==> src/rtl/bitcalc_sequencer_if.sv <==
// Handshake and bit-calc lane signals for bitcalc_sequencer.
// The master side is the datapath control together with the 4-bit lane.
interface bitcalc_sequencer_if #(
    parameter int unsigned NIBBLES = 4
);
    localparam int unsigned W = 4 * NIBBLES;

    logic         start;
    logic [W-1:0] a;
    logic [W-1:0] b;
    logic [1:0]   kind;
    logic         busy;
    logic         done;
    logic [W-1:0] result;
    logic         is_zero;
    logic [3:0]   lane_in1;
    logic [3:0]   lane_in2;
    logic [1:0]   lane_kind;
    logic [3:0]   lane_out;
    logic         lane_zero;

    modport master (
        output start, a, b, kind, lane_out, lane_zero,
        input  busy, done, result, is_zero, lane_in1, lane_in2, lane_kind
    );

    modport slave (
        input  start, a, b, kind, lane_out, lane_zero,
        output busy, done, result, is_zero, lane_in1, lane_in2, lane_kind
    );
endinterface

==> src/rtl/bitcalc_sequencer.sv <==
// Sequences one wide bitwise operation through a 4-bit lane, LS nibble first,
// assembling the result and a whole-word zero flag, with a one-cycle done pulse.
module bitcalc_sequencer #(
    parameter int unsigned NIBBLES = 4
) (
    input logic                  clk,
    input logic                  rst_n,
    bitcalc_sequencer_if.slave   bus
);
    localparam int unsigned W    = 4 * NIBBLES;
    localparam int unsigned IdxW = (NIBBLES > 1) ? $clog2(NIBBLES) : 1;
    localparam logic [IdxW-1:0] LastIdx = IdxW'(NIBBLES - 1);

    typedef enum logic [1:0] {StIdle, StRun, StDone} state_e;

    state_e          state_q;
    logic [W-1:0]    a_q;
    logic [W-1:0]    b_q;
    logic [1:0]      kind_q;
    logic [IdxW-1:0] idx_q;
    logic            zacc_q;
    logic            busy_q;
    logic            done_q;
    logic            is_zero_q;
    logic [W-1:0]    result_q;
    logic            accept;

    // The done-state exit edge doubles as an accept edge, so back-to-back
    // operations cost N+1 cycles each.
    assign accept = bus.start && (state_q == StIdle || state_q == StDone);

    always_ff @(posedge clk or negedge rst_n) begin
        if (!rst_n) begin
            state_q   <= StIdle;
            a_q       <= '0;
            b_q       <= '0;
            kind_q    <= 2'b00;
            idx_q     <= '0;
            zacc_q    <= 1'b1;
            busy_q    <= 1'b0;
            done_q    <= 1'b0;
            is_zero_q <= 1'b1;
            result_q  <= '0;
        end else if (accept) begin
            state_q <= StRun;
            a_q     <= bus.a;
            b_q     <= bus.b;
            kind_q  <= bus.kind;
            idx_q   <= '0;
            zacc_q  <= 1'b1;
            busy_q  <= 1'b1;
            done_q  <= 1'b0;
        end else begin
            unique case (state_q)
                StIdle: begin
                    busy_q <= 1'b0;
                    done_q <= 1'b0;
                end
                StRun: begin
                    result_q[4*idx_q +: 4] <= bus.lane_out;
                    zacc_q <= zacc_q & bus.lane_zero;
                    // Operands shift down so the lane always sees bits [3:0];
                    // after the last nibble they are all zero.
                    a_q    <= a_q >> 4;
                    b_q    <= b_q >> 4;
                    if (idx_q == LastIdx) begin
                        state_q   <= StDone;
                        done_q    <= 1'b1;
                        is_zero_q <= zacc_q & bus.lane_zero;
                        kind_q    <= 2'b00;
                        idx_q     <= '0;
                    end else begin
                        idx_q <= idx_q + 1'b1;
                    end
                end
                StDone: begin
                    state_q <= StIdle;
                    done_q  <= 1'b0;
                    busy_q  <= 1'b0;
                end
                default: state_q <= StIdle;
            endcase
        end
    end

    assign bus.busy      = busy_q;
    assign bus.done      = done_q;
    assign bus.result    = result_q;
    assign bus.is_zero   = is_zero_q;
    assign bus.lane_in1  = a_q[3:0];
    assign bus.lane_in2  = b_q[3:0];
    assign bus.lane_kind = kind_q;
endmodule

==> src/flat_wrapper.sv <==
// flat-port wrapper written by rule: the top's interface ports become plain ports
module bitcalc_sequencer_flat 
#(
    parameter int unsigned NIBBLES = 4
)
  (clk, rst_n, bus_start, bus_a, bus_b, bus_kind, bus_lane_out, bus_lane_zero, bus_busy, bus_done, bus_result, bus_is_zero, bus_lane_in1, bus_lane_in2, bus_lane_kind);
  bitcalc_sequencer_if #(.NIBBLES(NIBBLES)) bus_i ();
  input logic clk;
  input logic rst_n;
  input wire logic [$bits(bus_i.start)-1:0] bus_start;
  input wire logic [$bits(bus_i.a)-1:0] bus_a;
  input wire logic [$bits(bus_i.b)-1:0] bus_b;
  input wire logic [$bits(bus_i.kind)-1:0] bus_kind;
  input wire logic [$bits(bus_i.lane_out)-1:0] bus_lane_out;
  input wire logic [$bits(bus_i.lane_zero)-1:0] bus_lane_zero;
  output wire logic [$bits(bus_i.busy)-1:0] bus_busy;
  output wire logic [$bits(bus_i.done)-1:0] bus_done;
  output wire logic [$bits(bus_i.result)-1:0] bus_result;
  output wire logic [$bits(bus_i.is_zero)-1:0] bus_is_zero;
  output wire logic [$bits(bus_i.lane_in1)-1:0] bus_lane_in1;
  output wire logic [$bits(bus_i.lane_in2)-1:0] bus_lane_in2;
  output wire logic [$bits(bus_i.lane_kind)-1:0] bus_lane_kind;
  assign bus_i.start = bus_start;
  assign bus_i.a = bus_a;
  assign bus_i.b = bus_b;
  assign bus_i.kind = bus_kind;
  assign bus_i.lane_out = bus_lane_out;
  assign bus_i.lane_zero = bus_lane_zero;
  assign bus_busy = bus_i.busy;
  assign bus_done = bus_i.done;
  assign bus_result = bus_i.result;
  assign bus_is_zero = bus_i.is_zero;
  assign bus_lane_in1 = bus_i.lane_in1;
  assign bus_lane_in2 = bus_i.lane_in2;
  assign bus_lane_kind = bus_i.lane_kind;
  bitcalc_sequencer #(.NIBBLES(NIBBLES)) u_core (.clk(clk), .rst_n(rst_n), .bus(bus_i));
endmodule
==> config.mk <==
export PLATFORM = sky130hd
export DESIGN_NAME = bitcalc_sequencer_flat
export DESIGN_NICKNAME = d
export VERILOG_FILES = /design/src/rtl/bitcalc_sequencer_if.sv /design/src/rtl/bitcalc_sequencer.sv /design/src/flat_wrapper.sv
export SDC_FILE = /design/constraint.sdc
export NUM_CORES = 1
export LEC_CHECK = 0
export CORE_MARGIN = 1
export CORE_UTILIZATION = 43
export DETAILED_ROUTE_END_ITERATION = 12
export GPL_TIMING_DRIVEN = 0
export PLACE_DENSITY = 0.73
export SLEW_MARGIN = 20
export SYNTH_ARGS = -nofsm -noshare
export SYNTH_HDL_FRONTEND = slang
export SYNTH_SLANG_ARGS = --single-unit
==> constraint.sdc <==
create_clock -name clk -period 2.1 [get_ports clk]
set_clock_uncertainty 0.15 [all_clocks]
set_input_delay 0.21 -clock clk [delete_from_list [all_inputs] [get_ports clk]]
set_output_delay 0.21 -clock clk [all_outputs]
set_load 0.1 [all_outputs]
==> results.toml <==
[worst_setup_path]
cp.required_ns = 1.74
critPathLaunchType = "flip-flop"
r2r_cells = 5
crit_slowest_cell = "dlygate4sd2_1"
crit_chain = "dlygate4sd2_1"
critPathArrivalTime_ns = 1.69
endpoint_kind = "output port"
path_depth = 1
worst-setup-path-type = "flip-flop to output port"
cp-endpoint = "bus_is_zero"
crit_fanout = 2
cp_top_family = "buffers and inverters"
reg2reg_slack_ns = 0.07
r2r-end = "u_core.bus.result[11]"
cpPeakStageDelay_ns = 0.84
r2r_start = "u_core.idx_q[0]"
crit_buf_inv = 1
crit_start = "u_core.bus.is_zero"

[clock_network]
cts-htree-levels = 3
clk_latency_ns = 0.33
cts_max_path_buffers = 2
clk_pin_slew_ns = 0.06
clock-root-buffer = "clkbuf_8"
cts_inserted_buffers = 9
cts_tree = "yes"
cts.sinks = 58

[logic_synthesis]
synth_cell_types = 26
syn-num-nets = 274
syn_area_sq_mm = 0.00250
ys_ff_latch = 58
synth.avg_cell_area_sq_um = 11.1
ys_seq_area_frac = 0.582
synthCells = 226
yosysWarnings = 0

[layout]
multi_input_area_sq_um = 907
final.fill_count = 496
finalNetCount = 356
layout.area.seq_sq_mm = 0.00145
final_layout_size_suffix_gt1_frac = 0.119
n_antenna_cell = 0
fin_util = 0.619
area_delta_synth_final_pct = 37.3

[routing]
avgViaCountPerCell = 5.32
drt-pass1-iter-count = 4
drtIter0Drc = 110
route.detailed.drc = 0
drt.antenna.violating_nets = 0
routedWlPerCell_um = 15.8
via_count = 2041
routed_wl_mm = 6.05

[global_route]
antenna_found_initial = 0
grt_pass1_vias = 2065
grtUsageTotal = 0.218
grt_max_degree = 59
grt_first_pass_wirelength_mm = 10.1
grt_overflow = 0

[floorplanning]
ios = 71
rows = 27
dieArea_sq_mm = 0.00612
start_util = 0.451
die-width_um = 78.2
core_sq_mm = 0.00554
die-height_um = 78.2

[timing]
slew-limit-headroom = 0.355
period_share = 0.978
setup_viol = 0
drv_slew = 0
tightestPinTransition_ns = 0.971
min_period_ns = 2.05
hold_violations = 0
rsz0062_at_grt = "yes"
fmax_mhz = 487

[worst_hold_path]
min_path_type = "input pin to flip-flop"
hold_path.startpoint = "bus_kind[0]"

[place]
dp_hpwl_mm = 4.23
gp_routability_congestion = 0.794
port-buffer-count = 70

[outcome]
status = "finished clean"

[flow_run]
drv_cap = 0
registers in the layout (all words and copies together) (netlist names):
signal	cells
u_core.bus.is_zero	1
u_core.idx_q	2
u_core.bus.lane_kind	2
u_core.state_q	2
u_core.bus.busy	1
u_core.b_q	16
u_core.a_q	16
u_core.bus.done	1
u_core.bus.result	16
u_core.zacc_q	1
cell usage after synthesis:
cell type | instances | area (sq um)
buf_2 | 6 | 30.0
buf_1 | 1 | 3.75
nor2_1 | 4 | 15.0
nor2b_1 | 3 | 18.8
a21oi_1 | 1 | 5.00
dfstp_2 | 2 | 52.6
nor4b_2 | 1 | 15.0
and2_1 | 1 | 6.26
or3_1 | 1 | 6.26
nor2_2 | 1 | 6.26
o21ai_0 | 5 | 25.0
nand4_1 | 1 | 6.26
clkbuf_1 | 6 | 22.5
nand2b_1 | 5 | 31.3
ha_1 | 6 | 75.1
nand3b_1 | 2 | 15.0
nor4_2 | 3 | 37.5
nand2_1 | 38 | 143
a22o_1 | 25 | 219
inv_1 | 4 | 15.0
dfrtp_1 | 56 | 1400
nand3_1 | 20 | 100
a31oi_1 | 4 | 25.0
buf_4 | 9 | 67.6
o21a_1 | 1 | 7.51
a22oi_1 | 20 | 150
metal layers:
layer	up-vias	global-route usage	routed length (um)
met1	991	0.312	2780
li1	970	-	-
met4	0	0.102	100
met5	-	0	0
met3	8	0.0453	301
met2	72	0.317	2870
how the worst min path moves through the flow:
stage          cells after the start                      end  slack, ns
2_1_floorplan                      0            u_core.a_q[0]      -0.24
6_report                           3  u_core.bus.lane_kind[0]       0.29
3_5_place_dp                       1            u_core.b_q[2]       0.16
4_1_cts                            3  u_core.bus.lane_kind[0]       0.28
5_1_grt                            3  u_core.bus.lane_kind[0]       0.33
3_3_place_gp                       2            u_core.zacc_q       0.32
cell usage in the layout (no fill, tap or decap), types with 2 or more instances in the layout:
cell type,instances
dfrtp_1,56
clkdlybuf4s50_1,40
nand2_1,38
dlygate4sd2_1,29
a22o_1,25
a22oi_1,20
nand3_1,20
clkbuf_8,11
buf_4,10
clkbuf_1,7
buf_2,6
ha_1,6
nand2b_1,5
o21ai_0,5
inv_1,4
nor2_1,4
a31oi_1,4
nor2b_1,3
nor4_2,3
clkinv_2,3
nand3b_1,2
dfstp_2,2
repair_timing:
action / 4_1_cts / 5_1_grt
endpoints found under the hold margin: 56 / 0
resized for setup: 29 / 0
endpoints found under the setup margin: 29 / 4
hold buffers: 1 / 0
cloned: 0 / 0
buffers inserted: 0 / 0
per-stage QoR:
step / TNS [ns] / hold WS (ns) / cell area (sq um) / std cells / setup WS [ns]
2_1_floorplan: 0 / -0.236 / 2500 / 226 / 0.361
4_1_cts: 0 / 0.282 / 3430 / 384 / 0.0286
5_1_grt: -0.0390 / 0.330 / 3430 / 384 / -0.0194
6_report: 0 / 0.295 / 3430 / 384 / 0.0472
3_3_place_gp: -62.50 / 0.319 / 3290 / 368 / -1.10
3_5_place_dp: 0 / 0.162 / 3290 / 368 / 0.0971
cell type report:
cell class / instances / share of cell area
Clock buffer: 12 / 0.0452
Inverter: 4 / 0.00437
Buffer: 22 / 0.0361
Multi-Input combinational cell: 142 / 0.264
Clock inverter: 3 / 0.00437
Tap cell: 72 / 0.0262
Timing Repair Buffer: 71 / 0.196
Sequential cell: 58 / 0.424
cell families (layout without fill, tap and decap cells):
kind of cell | count (synthesis) | count (layout) | synth area share
DFF | 58 | 58 | 0.582
AOI/OAI and AO/OA | 56 | 56 | 0.173
buffers and inverters | 26 | 112 | 0.0556
adders and majority gates | 6 | 6 | 0.0300
and+or+nand+nor | 80 | 80 | 0.160
Power is left out: the tool's default activity adds up to more than one toggle a clock period on the data nets, which glitch-free logic cannot reach.
